[src/rtl/serial_sub_pkg.sv]
// Shared definitions for the bit-serial subtractor.
package serial_sub_pkg;

  typedef enum logic [1:0] {
    IDLE  = 2'd0,
    SHIFT = 2'd1,
    DONE  = 2'd2
  } state_t;

endpackage

[src/rtl/sub_bit_cell.sv]
// One-bit full subtractor: d = x - y - z, b = borrow out.
module sub_bit_cell (
  input  logic x,
  input  logic y,
  input  logic z,
  output logic d,
  output logic b
);

  assign d = x ^ y ^ z;
  assign b = (~x & y) | (~x & z) | (y & z);

endmodule

[src/rtl/serial_subtractor.sv]
// Bit-serial unsigned subtractor, LSB first, one bit per clock with a
// start/busy/done handshake around a single full-subtractor cell.
module serial_subtractor
  import serial_sub_pkg::*;
#(
  parameter int WIDTH = 8
) (
  input  logic             clk,
  input  logic             rst_n,
  input  logic             start,
  input  logic [WIDTH-1:0] a,
  input  logic [WIDTH-1:0] b,
  output logic             busy,
  output logic             done,
  output logic [WIDTH-1:0] diff,
  output logic             borrow_out
);

  localparam int CW = (WIDTH > 1) ? $clog2(WIDTH) : 1;
  localparam logic [CW-1:0] LAST = CW'(WIDTH - 1);

  state_t           state_q, state_d;
  logic [WIDTH-1:0] a_q, a_d;
  logic [WIDTH-1:0] b_q, b_d;
  logic [WIDTH-1:0] res_q, res_d;
  logic [WIDTH-1:0] diff_q, diff_d;
  logic [CW-1:0]    cnt_q, cnt_d;
  logic             brw_q, brw_d;
  logic             bout_q, bout_d;
  logic             cell_d, cell_b;

  sub_bit_cell u_cell (
    .x (a_q[0]),
    .y (b_q[0]),
    .z (brw_q),
    .d (cell_d),
    .b (cell_b)
  );

  always_comb begin
    state_d = state_q;
    a_d     = a_q;
    b_d     = b_q;
    res_d   = res_q;
    diff_d  = diff_q;
    cnt_d   = cnt_q;
    brw_d   = brw_q;
    bout_d  = bout_q;
    case (state_q)
      IDLE: begin
        if (start) begin
          a_d     = a;
          b_d     = b;
          res_d   = '0;
          brw_d   = 1'b0;
          cnt_d   = '0;
          state_d = SHIFT;
        end
      end
      SHIFT: begin
        a_d   = a_q >> 1;
        b_d   = b_q >> 1;
        res_d = {cell_d, res_q[WIDTH-1:1]};
        brw_d = cell_b;
        // Counter parks on LAST rather than wrapping; IDLE reloads it anyway.
        if (cnt_q == LAST) begin
          diff_d  = {cell_d, res_q[WIDTH-1:1]};
          bout_d  = cell_b;
          state_d = DONE;
        end else begin
          cnt_d = cnt_q + CW'(1);
        end
      end
      DONE:    state_d = IDLE;
      default: state_d = IDLE;
    endcase
  end

  always_ff @(posedge clk) begin
    if (!rst_n) begin
      state_q <= IDLE;
      a_q     <= '0;
      b_q     <= '0;
      res_q   <= '0;
      diff_q  <= '0;
      cnt_q   <= '0;
      brw_q   <= 1'b0;
      bout_q  <= 1'b0;
    end else begin
      state_q <= state_d;
      a_q     <= a_d;
      b_q     <= b_d;
      res_q   <= res_d;
      diff_q  <= diff_d;
      cnt_q   <= cnt_d;
      brw_q   <= brw_d;
      bout_q  <= bout_d;
    end
  end

  assign busy       = (state_q == SHIFT);
  assign done       = (state_q == DONE);
  assign diff       = diff_q;
  assign borrow_out = bout_q;

endmodule
[config.mk]
export PLATFORM = sky130hd
export DESIGN_NAME = serial_subtractor
export DESIGN_NICKNAME = d
export VERILOG_FILES = /design/src/rtl/serial_sub_pkg.sv /design/src/rtl/sub_bit_cell.sv /design/src/rtl/serial_subtractor.sv
export SDC_FILE = /design/constraint.sdc
export NUM_CORES = 1
export LEC_CHECK = 0
export BUFFER_PORTS_ARGS = -buffer_cell sky130_fd_sc_hd__buf_4
export CORE_ASPECT_RATIO = 1.2
export CORE_MARGIN = 8
export CORE_UTILIZATION = 50
export CTS_CLUSTER_SIZE = 25
export DETAILED_ROUTE_END_ITERATION = 10
export PLACE_DENSITY = 0.78
export SLEW_MARGIN = 30
export SYNTH_ARGS = -nofsm -noshare
export SYNTH_HDL_FRONTEND = slang
export SYNTH_HIERARCHICAL = 1
export SYNTH_SLANG_ARGS = --single-unit
[constraint.sdc]
create_clock -name clk -period 3.2 [get_ports clk]
set_input_delay 0 -clock clk [delete_from_list [all_inputs] [get_ports clk]]
set_output_delay 0 -clock clk [all_outputs]
set_load 0.005 [all_outputs]
==> reports/metrics.csv <==
stage,metric,value,unit
finish,n_diodes,0,
routing,Detailed Routing Iterations Pass 1,4,
synth,largest family of logic cells by synthesized area,compound AO/OA/AOI/OAI gates,
global_routing,pin count of the biggest net entering global routing,39,
power,pwr dens,485,nW/um^2
clock_tree,worst skew pair latency,290,ps
floorplan,I/O pin cnt,30,
critical_path,WP data arrival,1940,ps
sta,period utilisation layout,0.557,
finish,P&R area growth vs syn,15.6,%
power,Leak Pwr,0.780,nW
routing,DRC,0,
placement,GPL Wtd Cong,0.790,
synth,Syn Nets,193,
synth,synthesized area per cell,9.99,sq um
sta,Fin. Hold Viols,0,
sta,relative slew slack,0.570,
synth,Mapped Area,1710,sq um
critical_path,slowest stage cell on the critical path,ha_1,
clock_tree,total CTS buffers,5,
critical_path,crit-path max FO,16,
floorplan,CORE AREA,3310,sq um
synth,synth warn,6,
sta,Setup TNS Final,0,ps
sta,min Tclk post-route,1780,ps
clock_tree,Clock Path Buffers,2,
critical_path,CP cell instances,ha_1 > ha_1 > nand3b_1 > nand2_1 > a21oi_1,
floorplan,DIE AREA,5550,sq um
sta,Clock Skews,3.28,ps
clock_tree,H-tree depth,2,
synth,Seq cells post-synth,38,
floorplan,Initial Util,0.516,
critical_path,element type at the critical path start,flip-flop,
critical_path,CP required,3360,ps
sta,Max Clock Freq,561,MHz
routing,vias per inst,5.57,
synth,top post-synthesis cells by area,"dfxtp_1 45%, a211oi_2 10%, mux2i_1 8.8%, a22oi_1 4.4%, nor2_1 4.4%",
synth,Syn Inst Count,171,
routing,ANT nets after route,0,
routing,Total Wirelength,3.37,mm
global_routing,initial antenna violation count,0,
global_routing,Tot GR Track Use,0.128,
routing,Vias,1304,
outcome,status,"finished, final reports clean",
critical_path,CP most frequent cell,ha_1,
critical_path,Setup crit end kind,flip-flop,
clock_tree,CTS tree,yes,
min_path,worst hold path class,in2reg,
finish,fin nets,218,
floorplan,Die Height,80.0,um
routing,first-iteration detailed-routing DRC count,62,
global_routing,vias in the first global route,1316,
global_routing,grt total ovfl,0,
sta,Least-Margin Pin Slew,642,ps
global_routing,first-pass GRT wire length,5.83,mm
clock_tree,root buf cell,clkbuf_8,
sta,RSZ-0062 raised after global routing,no,
synth,sequential-to-total area share from yosys stat,0.445,
clock_tree,setup bufs post-CTS,0,
synth,Yosys cell types,28,
critical_path,Top Family by Delay on Critical Path,adder cells,
clock_tree,Clock transition at path regs,70,ps
synth,Adder-Cell Fraction of Synth Area,0.0264,
finish,share of post-route cells with drive strength above 1,0.310,
critical_path,CP max stage delay,470,ps
critical_path,crit path buf inv count,0,
floorplan,Die W,69.4,um
placement,port bufs,29,
synth,XOR/XNOR Fraction of Synth Area,0,
synth,post-synth top area share,0.445,
synth,mux cell area share after synthesis,0.0879,
clock_tree,Clock Sinks,38,
synth,Compound-Gate Fraction of Synth Area,0.201,
placement,post-DP HPWL,2.35,mm
placement,placed cell areas,1860,sq um
synth,simple-gate portion of the synthesized area,0.155,
power,worst ir drop on vdd,0.335,mV
sta,"Setup violations, final",0,
floorplan,floorplan row count,23,
finish,design area,1970,sq um
critical_path,worst setup path class,reg2reg,
sta,Slew Limit Fails,0,
routing,drt wl/cell,14.4,um
flow_run,total of max-cap violations,0,
synth,post-synth top area cell,dfxtp_1,
==> what timing repair did <==
item | 4_1_cts | 5_1_grt
hold endpoints to repair | 2 | 0
resized for setup | 0 | 0
hold buffers | 2 | 0
setup endpoints to repair | 0 | 0
==> Yosys cell counts, drive strengths merged <==
cell type and n:
a22oi 10, nand3b 1, a31oi 3, o21bai 1, nor3b 1, ha 2, a211oi 14, a21oi 10
nand2 12, mux2i 15, nor4b 1, nand3 13, o21ba 1, buf 11, nor3 1, fa 1
nor2 26, inv 4, dfxtp 38, nor2b 2, clkbuf 4
==> power breakdown <==
group / switching (W) / internal, W
combinational: 0.0000630 / 0.0000562
sequential: 0.0000130 / 0.000494
clock: 0.000157 / 0.000174
==> final timing paths <==
path,from,endpoint,slack (ps),cells after the start
hold / removal,start,state_q[0],60,3
hold reg to reg,diff[5],diff[5],460,2
setup reg to reg,cnt_q[0],borrow_out,1420,5
setup / recovery,cnt_q[0],borrow_out,1420,5
==> stage by stage <==
step / worst slack [ps] / hold WS [ps] / util / total power [W] / std cells
2_1_floorplan: 1830 / 148 / - / 0.000616 / 171
3_3_place_gp: 1550 / 237 / 0.561 / 0.000628 / 224
3_5_place_dp: 1460 / 265 / 0.561 / 0.000635 / 224
4_1_cts: 1400 / 57.5 / 0.595 / 0.000969 / 234
5_1_grt: 1270 / 88.2 / 0.597 / 0.00101 / 234
6_report: 1420 / 63.2 / 0.597 / 0.000957 / 234
==> sequential cells by signal, summed over array words and instances (netlist names) <==
signal      cells
borrow_out      1
diff            8
a_q             8
brw_q           1
b_q             8
res_q           7
cnt_q           3
state_q         2
==> tightest hold or removal path, delay by kind of cell <==
| kind | cells | cell delay, ps |
|---|---|---|
| buf+inv | 1 | 110 |
| mux | 1 | 70 |
| simple gates | 1 | 120 |
==> cell type report <==
| class | count | area, sq um |
|---|---|---|
| fillers | 296 | 1340 |
| multi-input cells | 114 | 808 |
| flip-flops and latches | 38 | 761 |
| repair buffers | 33 | 253 |
| clock buffers | 7 | 86.3 |
| well taps | 37 | 46.3 |
| inverters | 4 | 15.0 |
| clock inverters | 1 | 5.00 |
==> cell usage in the layout, fill, tap and decap left out, drive strengths merged <==
master / count
a211oi: 14
inv: 4
mux2i: 15
a21oi: 10
nor3: 1
a31oi: 3
dfxtp: 38
nor2b: 2
a22oi: 10
fa: 1
nand2: 12
nand3: 13
nand3b: 1
nor4b: 1
clkbuf: 7
nor3b: 1
o21ba: 1
buf: 31
ha: 2
o21bai: 1
clkinv: 1
dlygate4sd3: 2
nor2: 26
==> metal layers <==
metal  vias up  GRT usage  wire [um]
li1        647          -          -
met1       622      0.125       1400
met2        30      0.230       1720
met3         5     0.0410        176
met4         0     0.0801         70
met5         -          0          0
==> cell families after synthesis <==
logic type	count (synthesis)
fa+ha+maj	3
buf+inv	19
mux	15
simple gates	57
flops	38
compound gates	39
(Power assumes the default switching activity.)
